### config.mk
export PLATFORM = sky130hd
export DESIGN_NAME = msx_mouse_port
export DESIGN_NICKNAME = d
export VERILOG_FILES = /design/src/rtl/msx_mouse_port.sv
export SDC_FILE = /design/constraint.sdc
export NUM_CORES = 1
export LEC_CHECK = 0
export ABC_CLOCK_PERIOD_IN_PS = 2550
export BUFFER_PORTS_ARGS = -buffer_cell sky130_fd_sc_hd__buf_4
export CAP_MARGIN = 20
export CORE_ASPECT_RATIO = 0.9
export CORE_MARGIN = 5
export CORE_UTILIZATION = 55
export CTS_CLUSTER_SIZE = 8
export DETAILED_ROUTE_END_ITERATION = 16
export PLACE_DENSITY = 0.77
export SYNTH_ARGS = -nofsm -noshare
export SYNTH_HDL_FRONTEND = slang
export SYNTH_SLANG_ARGS = --single-unit
### constraint.sdc
create_clock -name clk_sys -period 2.55 [get_ports clk_sys]
set_input_delay 0.765 -clock clk_sys [delete_from_list [all_inputs] [get_ports clk_sys]]
set_output_delay 0.765 -clock clk_sys [all_outputs]
set_load 0.005 [all_outputs]
### src/rtl/msx_mouse_port.sv
// msx_mouse_port: shares one MSX general-purpose port between a digital
// joystick and a PS/2 mouse, serving the 4-nibble MSX mouse read protocol.
// Build option: define MOUSE_ACCUM_EN to accumulate motion with saturation
// between host reads; undefined, each packet overwrites the pending motion.
module msx_mouse_port #(
    parameter int unsigned TIMEOUT_CYCLES = 100000
) (
    input  logic       clk_sys,
    input  logic       reset_n,
    input  logic       mouse_strobe,
    input  logic [8:0] mouse_dx,
    input  logic [8:0] mouse_dy,
    input  logic [1:0] mouse_btn,
    input  logic [5:0] joy_n,
    input  logic       msx_str,
    output logic [5:0] port_out,
    output logic       mouse_active
);

    localparam int unsigned TIMER_W = 18;
    localparam int unsigned ACC_W   = 8;
    localparam int unsigned SUM_W   = 10;

    typedef enum logic [1:0] {
        N0 = 2'd0,
        N1 = 2'd1,
        N2 = 2'd2,
        N3 = 2'd3
    } nib_state_t;

    nib_state_t         state, state_nx;
    logic [ACC_W-1:0]   acc_x, acc_y, acc_x_nx, acc_y_nx;
    logic [ACC_W-1:0]   snap_x, snap_y, snap_x_nx, snap_y_nx;
    logic [TIMER_W-1:0] timer, timer_nx;
    logic               str_q;
    logic               active_nx;
    logic [5:0]         port_nx;
    logic [3:0]         nib;
    logic               str_tgl;
    logic               joy_busy;
    logic               drop;
    logic               adv;

    // Clamp a 10-bit two's complement value to the signed 8-bit range.
    function automatic logic [ACC_W-1:0] sat8(input logic [SUM_W-1:0] v);
        logic [ACC_W-1:0] r;
        if (!v[9] && (v[8:7] != 2'b00)) begin
            r = 8'h7F;
        end else if (v[9] && (v[8:7] != 2'b11)) begin
            r = 8'h80;
        end else begin
            r = v[7:0];
        end
        return r;
    endfunction

    // Next-state: ownership, nibble sequencing, motion capture, timeout.
    always_comb begin
        state_nx  = state;
        acc_x_nx  = acc_x;
        acc_y_nx  = acc_y;
        snap_x_nx = snap_x;
        snap_y_nx = snap_y;
        timer_nx  = timer;
        nib       = port_out[3:0];

        str_tgl   = (msx_str != str_q);
        joy_busy  = (joy_n != 6'h3F);
        drop      = mouse_active && joy_busy;
        adv       = mouse_active && str_tgl && !drop;
        active_nx = joy_busy ? 1'b0 : (mouse_strobe ? 1'b1 : mouse_active);

        if (adv) begin
            timer_nx = TIMER_W'(TIMEOUT_CYCLES);
            case (state)
                N0: begin
                    nib       = acc_x[7:4];
                    snap_x_nx = acc_x;
                    snap_y_nx = acc_y;
                    acc_x_nx  = '0;
                    acc_y_nx  = '0;
                    state_nx  = N1;
                end
                N1: begin
                    nib      = snap_x[3:0];
                    state_nx = N2;
                end
                N2: begin
                    nib      = snap_y[7:4];
                    state_nx = N3;
                end
                N3: begin
                    nib      = snap_y[3:0];
                    state_nx = N0;
                end
            endcase
        end else if (timer != '0) begin
            timer_nx = timer - TIMER_W'(1);
            if (timer == TIMER_W'(1)) begin
                state_nx = N0;
            end
        end

        // A packet in the snapshot cycle lands on the freshly cleared accumulator.
        if (mouse_strobe) begin
`ifdef MOUSE_ACCUM_EN
            acc_x_nx = sat8(SUM_W'({{2{acc_x_nx[7]}}, acc_x_nx}) + SUM_W'({mouse_dx[8], mouse_dx}));
            acc_y_nx = sat8(SUM_W'({{2{acc_y_nx[7]}}, acc_y_nx}) + SUM_W'({mouse_dy[8], mouse_dy}));
`else
            acc_x_nx = sat8(SUM_W'({mouse_dx[8], mouse_dx}));
            acc_y_nx = sat8(SUM_W'({mouse_dy[8], mouse_dy}));
`endif
        end

        // Losing the port discards all mouse context.
        if (drop) begin
            state_nx  = N0;
            acc_x_nx  = '0;
            acc_y_nx  = '0;
            snap_x_nx = '0;
            snap_y_nx = '0;
            timer_nx  = '0;
        end

        port_nx = mouse_active ? {~mouse_btn, nib} : joy_n;
    end

    // State and output registers.
    always_ff @(posedge clk_sys or negedge reset_n) begin
        if (!reset_n) begin
            state        <= N0;
            acc_x        <= '0;
            acc_y        <= '0;
            snap_x       <= '0;
            snap_y       <= '0;
            timer        <= '0;
            str_q        <= 1'b0;
            mouse_active <= 1'b0;
            port_out     <= 6'h3F;
        end else begin
            state        <= state_nx;
            acc_x        <= acc_x_nx;
            acc_y        <= acc_y_nx;
            snap_x       <= snap_x_nx;
            snap_y       <= snap_y_nx;
            timer        <= timer_nx;
            str_q        <= msx_str;
            mouse_active <= active_nx;
            port_out     <= port_nx;
        end
    end

endmodule

==> summary.md, run 1 <==
| Metric | Value |
|---|---|
| Pre-antenna DRT Iters | 4 |
| Slew @ Worst Pin | 669.3 ps |
| Largest net degree at the start of global routing | 57 |
| Root Driver | clkbuf_8 |
| Startpoint type of the worst setup path | flip-flop |
| Setup violators final | 0 |
| Site Rows | 24 |
| Hold WS | 469.3 ps |
| Max H-tree Level | 2 |
| Final nets | 338 |
| R2R setup slack | 310 ps |
| Critical path arrival | 2450 ps |
| CTS buffer count | 5 |
| Ranking of synthesized cells by area | dfrtp_1, a22o_1, dfstp_2 |
| Global-route wire length before repair | 10210 um |
| Layout cells sized above 1 | 21.45% |
| Reg clk slew, reported paths | 100 ps |
| Drt via density | 5.753 |
| Leakage | 0.001442 uW |
| Achievable Freq | 0.4469 GHz |
| Post-CTS Setup Inserts | 0 |
| Met2 GRT Util | 26.71% |
| Status | finished clean |
| Slew margin rel. | 55.38% |
| Clock latency on the worst-skew pair | 310 ps |
| Met3 Track Usage GR | 4.025% |
| Antenna-violating nets left | 0 |
| Flops & latches, synth | 56 |
| Starting Density | 57.08% |
| Worst r2r src | timer[4] |
| Post-synthesis adder-cell area fraction | 7.703% |
| CTS hold repair buffers | 0 |
| Min Tclk post-route | 2237 ps |
| Data required, critical path | 2760 ps |
| Synth Flop Type | dfrtp_1 |
| Simple-gate share of the synthesized area | 14.78% |
| DP Wirelength | 4347 um |
| Via count | 2117 |
| Unique cell type count in the Yosys netlist | 42 |
| Ys async rst share | 100.0% |
| DIE HEIGHT | 77.62 um |
| Top cell type by total area after synthesis | dfrtp_1 |
| Max cap viols | 0 |
| Max clock buf depth | 2 |
| GR Overflow Total | 0 |
| I/O Buffers | 36 |
| Gpl congestion | 0.8562 |
| # diodes | 0 |
| RSZ-0062 raised after global routing | false |
| DRC viols | 0 |
| P per Cell Area | 688.9 mW/mm2 |
| Largest family of logic cells by synthesized area | compound AO/OA/AOI/OAI gates |
| Synth Net Count | 301 |
| Total GRT Usage | 19.22% |
| DIE WIDTH | 85.13 um |
| Post-synth top area share | 44.78% |
| Final Hold Vio Count | 0 |
| Synth Area in Compound Gates | 17.91% |
| Final WL | 5814 um |
| Synthesized area | 0.002794 mm2 |
| Layout area overhead | 16.30% |
| Number of gates resized after CTS | 0 |
| Inst Count DP | 359 |
| Max VDD drop | 0.4038 mV |
| CP Max Fanout | 8 |
| Crit path from | timer[4] |
| Post-Synth XOR/XNOR Area | 4.389% |
| Fin cells | 368 |
| Worst setup EP type | flip-flop |
| CTS tree | built |
| GRT Max-Usage Layer | met1 |
| Gate Count Post-Synth | 265 |
| Setup CP Type | reg -> reg |
| Register area share after synthesis | 50.43% |
| Max-slew violation count | 0 |
| Initial antenna violation count | 0 |
| Die area | 0.006607 mm2 |
| Average size of a mapped cell | 10.54 um2 |
| Vias in the first global route | 2099 |
| Multiplexer share of the synthesized area | 1.433% |
| Post-synth EDFFs | 0 |
| Clk_skew | 4.576 ps |
| Period Utilization, post-route | 87.74% |
| Clk sinks | 56 |
| I/O Pins | 37 |
| Synth warn | 0 |
| WL per Instance | 15.80 um |
| M1 GR Usage | 29.87% |
| Hold Crit Class | in -> async |
| DR iter-0 viols | 88 |
| Area of the core | 0.004895 mm2 |
flip-flops by register name (all words and copies together) (netlist names):
signal and flops:
snap_y 8, snap_x 4, mouse_active 1, state 2, acc_x 8, acc_y 8
port_out 6, str_q 1, timer 18
path summary, 6_finish.rpt:
path,to,cells past startpoint
max,timer[7],5
min,timer[1],1
max reg2reg,timer[7],5
min reg2reg,snap_y[3],1
max in group asynchronous,timer[8],1
min in group clk_sys,snap_y[3],1
layout by cell type, fill, tap and decap left out, drive strengths merged, types with 2 or more instances in the layout:
| cell | synthesis | routed |
|---|---|---|
| a211oi | 2 | 2 |
| a21boi | 2 | 2 |
| a21oi | 13 | 13 |
| a222oi | 4 | 4 |
| a22o | 28 | 28 |
| and2 | 6 | 6 |
| and3 | 2 | 2 |
| buf | 7 | 46 |
| clkbuf | 9 | 5 |
| dfrtp | 50 | 50 |
| dfstp | 6 | 6 |
| ha | 6 | 6 |
| inv | 7 | 8 |
| maj3 | 14 | 14 |
| mux2i | 4 | 4 |
| nand2 | 18 | 18 |
| nand3 | 6 | 6 |
| nand4b | 2 | 2 |
| nor2 | 25 | 25 |
| nor3 | 6 | 6 |
| nor4 | 4 | 4 |
| o21ai | 13 | 13 |
| or3 | 3 | 3 |
| or4 | 3 | 3 |
| xnor2 | 9 | 9 |
| xor2 | 5 | 5 |
layout make-up:
cell class,instances,area (um2)
multi-input cells,186,1291
flip-flops and latches,56,1409
clock inverters,3,27.53
inverters,7,26.28
fillers,386,1645
well taps,65,81.33
repair buffers,46,345.3
clock buffers,5,68.82
per-layer routing:
layer	routed length (um)	share of wire [%]
met1	3007	52
met2	2422	42
met3	307	5.3
met4	78	1.3
met5	0	0
worst max-delay path, cell delays in order (launching register included):
cell     delay [ps]
dfrtp_1         420
or4_1           620
nor4b_4         430
and3_1          360
o21ai_0         130
and2_1          170
power breakdown:
part	internal [uW]	switching, uW	total, uW	leakage, uW
clock network	202	304	507	0.0000463
registers	1030	140	1170	0.000702
logic	277	285	562	0.000694
total	1510	729	2240	0.00144
cell families after synthesis:
logic type	after synthesis
XOR/XNOR	14
buffers and inverters	23
AND/OR/NAND/NOR	80
flip-flops	56
multiplexers	4
AO/OA/AOI/OAI	68
adder cells (fa/ha/maj)	20
synthesized netlist by cell type (2+ instances only):
library cell / number
o21ai_0: 13
or4_1: 2
nand3_1: 6
nor4_1: 4
and3_1: 2
buf_2: 2
nand2_1: 18
nor3_1: 6
nor2_1: 24
a222oi_1: 4
or3_1: 3
and2_1: 6
maj3_1: 14
a21oi_1: 13
a22o_1: 28
clkbuf_1: 8
buf_1: 4
a211oi_1: 2
mux2i_1: 4
nand4b_1: 2
dfstp_2: 6
xnor2_1: 9
inv_1: 7
xor2_1: 5
ha_1: 6
dfrtp_1: 50
a21boi_0: 2
per-stage QoR:
stage	cell area, um2	setup WS, ps	total power [uW]	util (%)	TNS, ps
after floorplan	2794	359.6	1564	-	0
after detailed placement	3146	-172.0	1744	64.26	-2354
after global routing	3249	186.8	2377	66.39	0
after CTS	3242	160.7	2253	66.23	0
after global placement	3146	-147.0	1722	64.26	-2268
final	3249	312.6	2238	66.39	0
Note: power is estimated with default switching activity, not from simulation.
==> run 2, diff against run 1 <==
- ABC_CLOCK_PERIOD_IN_PS: 2550 -> 2800
- clock period: 2.55 -> 2.8 ns (I/O delays scaled with it)
==> run 2 against run 1 <==
Worst hold slack improved by 32 ps. Highest routed layer unchanged. Register-to-register slack better by 160 ps. Routed wire length grew 5.1%. Combinational power shrank 8.0%. Cell count decreased by 0.27%.
==> summary.md, run 2 (synthesis results as in run 1) <==
| Metric | Value |
|---|---|
| Final nets | 337 (-0.30%) |
| Largest net degree at the start of global routing | 57 (unchanged) |
| Data required, critical path | 3040 ps (+280 ps) |
| CP Max Fanout | 7 (-1) |
| Max clock buf depth | 2 (unchanged) |
| Comb power frac | 24.4% (-0.7 points) |
| Hold Crit Class | reg -> reg |
| Pwr Total | 2121 uW (-5.3%) |
| # diodes | 0 (unchanged) |
| Setup CP Type | reg -> reg |
| I/O Buffers | 36 (unchanged) |
| R2R setup slack | 470 ps (+160 ps) |
| Leakage | 0.001445 uW (+0.21%) |
| Initial antenna violation count | 0 (unchanged) |
| Area of the core | 0.004895 mm2 (unchanged) |
| Commonest non-fill, non-tap cell in the layout | dfrtp_1 |
| Reg clk slew, reported paths | 100 ps (about the same) |
| Max-slew violation count | 0 (unchanged) |
| Vias in the first global route | 2159 (+2.9%) |
| P per Cell Area | 651.1 mW/mm2 (-5.5%) |
| Total GRT Usage | 20.01% (+0.79 points) |
| Design Area, Final | 0.003257 mm2 (+0.23%) |
| Antenna-violating nets left | 0 (unchanged) |
| CTS hold repair buffers | 0 (unchanged) |
| Post-CTS Setup Inserts | 0 (unchanged) |
| Startpoint type of the worst setup path | flip-flop |
| Period Utilization, post-route | 83.08% (-4.7 points) |
| Min Tclk post-route | 2326 ps (+88.72 ps) |
| Slew margin rel. | 54.46% (-0.91 points) |
| Sw Pwr | 666.4 uW (-8.6%) |
| RSZ-0062 raised after global routing | false |
| Final Hold Vio Count | 0 (unchanged) |
| GR Overflow Total | 0 (unchanged) |
| Drt via density | 5.899 (+2.5%) |
| Pre-antenna DRT Iters | 4 (unchanged) |
| DIE HEIGHT | 77.62 um (unchanged) |
| DP Wirelength | 4482 um (+3.1%) |
| Via count | 2165 (+2.3%) |
| Clock latency on the worst-skew pair | 310 ps (about the same) |
| WL per Instance | 16.64 um (+5.3%) |
| Crit path from | timer[4] |
| DIE WIDTH | 85.13 um (unchanged) |
| Worst setup EP type | flip-flop |
| Final WL | 6108 um (+5.1%) |
| Worst r2r src | timer[4] |
| I/O Pins | 37 (unchanged) |
| DR iter-0 viols | 167 (+90%) |
| Number of flip-flops in the largest register | 18 (unchanged) |
| Root Driver | clkbuf_8 |
| Number of gates resized after CTS | 0 (unchanged) |
| CTS buffer count | 5 (unchanged) |
| Sequential Power Share | 50.6% (-1.6 points) |
| Max cap viols | 0 (unchanged) |
| Sw Share | 31.43% (-1.2 points) |
| Multi-input combinational cell area | 0.001291 mm2 (unchanged) |
| Slew @ Worst Pin | 683.0 ps (+13.71 ps) |
| CP Cell Sequence | or4_1 > nor4b_4 > buf_4 > nand2_1 > or4_1 > a21oi_1 |
| Clk_skew | 4.263 ps (-0.3132 ps) |
| Gpl congestion | 0.8439 (-1.4%) |
| R2R depth | 6 (+1) |
| DRC viols | 0 (unchanged) |
| Status | finished clean |
| Final core occ | 66.54% (+0.15 points) |
| Max VDD drop | 0.4822 mV (+19%) |
| CTS tree | built |
| Achievable Freq | 0.4299 GHz (-3.8%) |
| Worst Setup EP | timer[14] |
| Max H-tree Level | 2 (unchanged) |
| Critical R2R Capture | timer[14] |
| Critical Path Slowest Stage Cell | or4_1 |
| Delay-heaviest family, CP | simple AND/OR/NAND/NOR gates |
| Global-route wire length before repair | 10610 um (+3.9%) |
| Die area | 0.006607 mm2 (unchanged) |
| Starting Density | 57.08% (unchanged) |
| Setup violators final | 0 (unchanged) |
| CP max stage delay | 630 ps (about the same) |
| Layout area overhead | 16.57% |
| Most frequent cells in the layout | dfrtp_1, buf_4, a22o_1 |
| Filler cells | 379 (-1.8%) |
| Clock network fraction of total power | 25.1% (+2.5 points) |
| Total stage count of the critical path | 6 (+1) |
| Site Rows | 24 (unchanged) |
| Area after DPL | 0.003138 mm2 (-0.24%) |
| Layout cells sized above 1 | 21.19% (-0.26 points) |
| Post-Route Setup TNS | 0 ps (unchanged) |
| FF/Latch Area | 0.001409 mm2 (unchanged) |
| Cell mode on critical path | or4_1 |
| Top reg by flops | timer |
| Internal power | 1454 uW (-3.6%) |
| Clk sinks | 56 (unchanged) |
| Buf/Inv on CP | 1 (+1) |
| Critical path arrival | 2570 ps (+120 ps) |
==> run 2: layout make-up <==
type	count	share of cell area, %
Multi-Input combinational cell	186	39.65
Inverter	7	0.8068
Sequential cell	56	43.26
Clock inverter	3	1.306
Timing Repair Buffer	45	10.37
Clock buffer	5	2.113
Tap cell	65	2.497
==> run 2: routing by layer <==
layer / wire (um) / vias up / track usage [%]
met3: 354 / 4 / 4.555
met1: 2931 / 1063 / 29.79
met4: 61 / 0 / 5.538
met2: 2761 / 65 / 29.43
met5: 0 / - / 0
li1: - / 1033 / -
==> run 2: worst reg2reg max path, cell delays in order (launching register included) <==
cell and delay, ps:
dfrtp_1 430, or4_1 630, nor4b_4 360, buf_4 220
nand2_1 60, or4_1 400, a21oi_1 150
==> run 2: worst min path at each step <==
stage | endpoint | depth (start not counted) | start
2_1_floorplan | acc_x[7] | 1 | acc_x[7]
3_3_place_gp | snap_y[1] | 1 | acc_y[1]
3_5_place_dp | snap_y[7] | 1 | acc_y[7]
4_1_cts | snap_y[6] | 1 | acc_y[6]
5_1_grt | snap_y[7] | 1 | acc_y[7]
6_report | snap_y[7] | 1 | acc_y[7]
==> run 2: stage by stage <==
step	std cells	hold WS [ps]	setup slack, ps
finish	367	501.1	473.9
global route	367	528.8	362.7
CTS	366	502.8	279.0
detailed placement	358	486.4	-42.25
global placement	358	482.8	31.84
floorplan	265	465.9	534.6
==> run 2: power groups by stage <==
| stage | clock network [uW] | logic, uW | registers (uW) |
|---|---|---|---|
| final | 532 | 517 | 1070 |
| after global routing | 573 | 587 | 1090 |
| after CTS | 541 | 519 | 1070 |
| after detailed placement | 0 | 513 | 1080 |
| after global placement | 0 | 496 | 1080 |
| after floorplan | 0 | 376 | 1050 |
==> run 3, diff against run 2 <==
- ABC_CLOCK_PERIOD_IN_PS: 2800 -> 1900
- CORE_UTILIZATION: 55 -> 52
- PLACE_DENSITY: 0.77 -> 0.76
- clock period: 2.8 -> 1.9 ns (I/O delays scaled with it)
==> run 3 against run 2 <==
The run now ends with negative setup slack left. Maximum frequency grew 14%. Combinational power grew 110%. Clock-buffer cell count grew 1. Critical path type unchanged. Largest cell class unchanged.
==> summary.md, run 3 (synthesis results as in run 1) <==
| Metric | Value |
|---|---|
| RSZ-0062 raised after global routing | true |
| Root Driver | clkbuf_8 |
| Clk sinks | 56 (unchanged) |
| Data required, critical path | 2100 ps (-940 ps) |
| Worst setup EP type | flip-flop |
| Setup violators final | 13 (+13) |
| Top reg by flops | timer |
| Critical path arrival | 2240 ps (-330 ps) |
| Final WL | 6527 um (+6.9%) |
| Startpoint type of the worst setup path | flip-flop |
| Largest net degree at the start of global routing | 57 (unchanged) |
| Die area | 0.006941 mm2 (+5.1%) |
| I/O Pins | 37 (unchanged) |
| Site Rows | 25 (+4.2%) |
| Max-slew violation count | 0 (unchanged) |
| Reg clk slew, reported paths | 100 ps (about the same) |
| Pre-CTS setup slack | -169.4 ps (-127.2 ps) |
| Starting Density | 53.49% (-3.6 points) |
| CTS tree | built |
| GR Overflow Total | 0 (unchanged) |
| DR iter-0 viols | 158 (-5.4%) |
| Min Tclk post-route | 2041 ps (-284.6 ps) |
| Drt via density | 5.796 (-1.8%) |
| Setup CP Type | reg -> reg |
| WL per Instance | 16.65 um (about the same) |
| Final Hold Vio Count | 0 (unchanged) |
| Period Utilization, post-route | 107.4% (+24 points) |
| Final nets | 360 (+6.8%) |
| Clk_skew | 10.95 ps (+6.684 ps) |
| P per Cell Area | 977.8 mW/mm2 (+50%) |
| Pre-antenna DRT Iters | 4 (unchanged) |
| Via count | 2272 (+4.9%) |
| Leakage | 0.001597 uW (+11%) |
| Most frequent cells in the layout | buf_4, dfrtp_1, a22o_1 |
| Initial antenna violation count | 0 (unchanged) |
| Total GRT Usage | 19.42% (-0.59 points) |
| Setup WS post-layout | -141.5 ps (-615.4 ps) |
| I/O Buffers | 36 (unchanged) |
| Max cap viols | 0 (unchanged) |
| Global-route wire length before repair | 10560 um (-0.40%) |
| Status | complete, but fails checks |
| Area of the core | 0.005224 mm2 (+6.7%) |
| Layout cells sized above 1 | 31.38% (+10 points) |
| DIE HEIGHT | 79.54 um (+2.5%) |
| Antenna-violating nets left | 0 (unchanged) |
| Filler cells | 375 (-1.1%) |
| Vias in the first global route | 2237 (+3.6%) |
| Max clock buf depth | 2 (unchanged) |
| DP Wirelength | 4578 um (+2.1%) |
| DIE WIDTH | 87.27 um (+2.5%) |
| Max H-tree Level | 2 (unchanged) |
| Achievable Freq | 0.4898 GHz (+14%) |
| CTS buffer count | 5 (unchanged) |
| DRC viols | 0 (unchanged) |
| Failing checks | negative setup slack |
| Gpl congestion | 0.8835 (+4.7%) |
| Layout area overhead | 27.77% |
| Max VDD drop | 0.5934 mV (+23%) |
| Slew @ Worst Pin | 680.4 ps (-2.649 ps) |
| Clock latency on the worst-skew pair | 310 ps (about the same) |
| CP Max Fanout | 6 (-1) |
| Pwr Total | 3490 uW (+65%) |
| Hold Crit Class | in -> async |
| Slew margin rel. | 54.64% (+0.18 points) |
| Number of flip-flops in the largest register | 18 (unchanged) |
| Commonest non-fill, non-tap cell in the layout | buf_4 |
| # diodes | 0 (unchanged) |
run 3: cell types whose count changed in the layout (fill, tap and decap cells not counted), sizes merged:
| cell | previous run | this run |
|---|---|---|
| buf | 45 | 68 |
| clkinv | 1 | 0 |
| bufinv | 1 | 2 |
| clkbuf | 5 | 6 |
| clkinvlp | 1 | 0 |
run 3: metrics by stage:
| stage | utilization [%] | setup TNS, ps | hold WS [ps] | instances | area [um2] |
|---|---|---|---|---|---|
| floorplan | - | 0 | 274.4 | 265 | 2809 |
| CTS | 66.95 | -700.2 | 314.6 | 391 | 3497 |
| detailed placement | 63.71 | -644.4 | 490.6 | 380 | 3328 |
| global placement | 63.71 | -244.5 | 477.3 | 380 | 3328 |
| finish | 68.34 | -842.9 | 292.6 | 392 | 3570 |
| global route | 68.34 | -1863 | 341.9 | 392 | 3570 |
run 3: critical path, stage by stage (launching register included):
cell,delay [ps]
dfrtp_1,390
or4_4,560
nor4b_4,330
buf_4,210
and3_4,240
o21ai_1,70
and2_1,140
run 3: final timing paths:
kind,startpoint,to,slack [ps],cells past startpoint
worst max-delay path,timer[3],timer[5],-140,6
worst min-delay path,reset_n,timer[8],290,1
worst max register to register,timer[3],timer[5],-140,6
worst min register to register,acc_x[2],snap_x[2],510,1
max in group asynchronous,reset_n,acc_y[7],1150,1
min in group clk_sys,msx_str,str_q,390,1
run 3: cell type report:
type | instances | area [um2] | share of cell area, %
inverter | 7 | 26.28 | 0.7361
timing repair buffer | 68 | 543.0 | 15.21
multi-input combinational | 186 | 1375 | 38.52
clock buffer | 6 | 72.57 | 2.033
clock inverter | 2 | 60.06 | 1.682
sequential | 56 | 1409 | 39.47
tap | 67 | 83.83 | 2.348
run 3: where the power goes:
part           total, uW  internal (uW)  switching (uW)
Sequential          1530           1380             150
Combinational       1060            533             529
Clock                896            527             369
run 3: routing by layer:
layer | wire (um) | share of wire [%] | global-route usage [%] | vias to the layer above
li1 | - | - | - | 1076
met1 | 2924 | 45 | 26.72 | 1107
met2 | 3099 | 47 | 31.55 | 78
met3 | 386 | 5.9 | 3.406 | 11
met4 | 117 | 1.8 | 5.368 | 0
met5 | 0 | 0 | 0 | -
run 3: what timing repair did:
| action | in CTS | in global routing |
|---|---|---|
| pin swaps | 10 | 12 |
| buffers inserted | 3 | 1 |
| gates cloned | 0 | 0 |
| resized for setup | 6 | 15 |
| hold buffers | 0 | 0 |
| endpoints found under the setup margin | 13 | 18 |
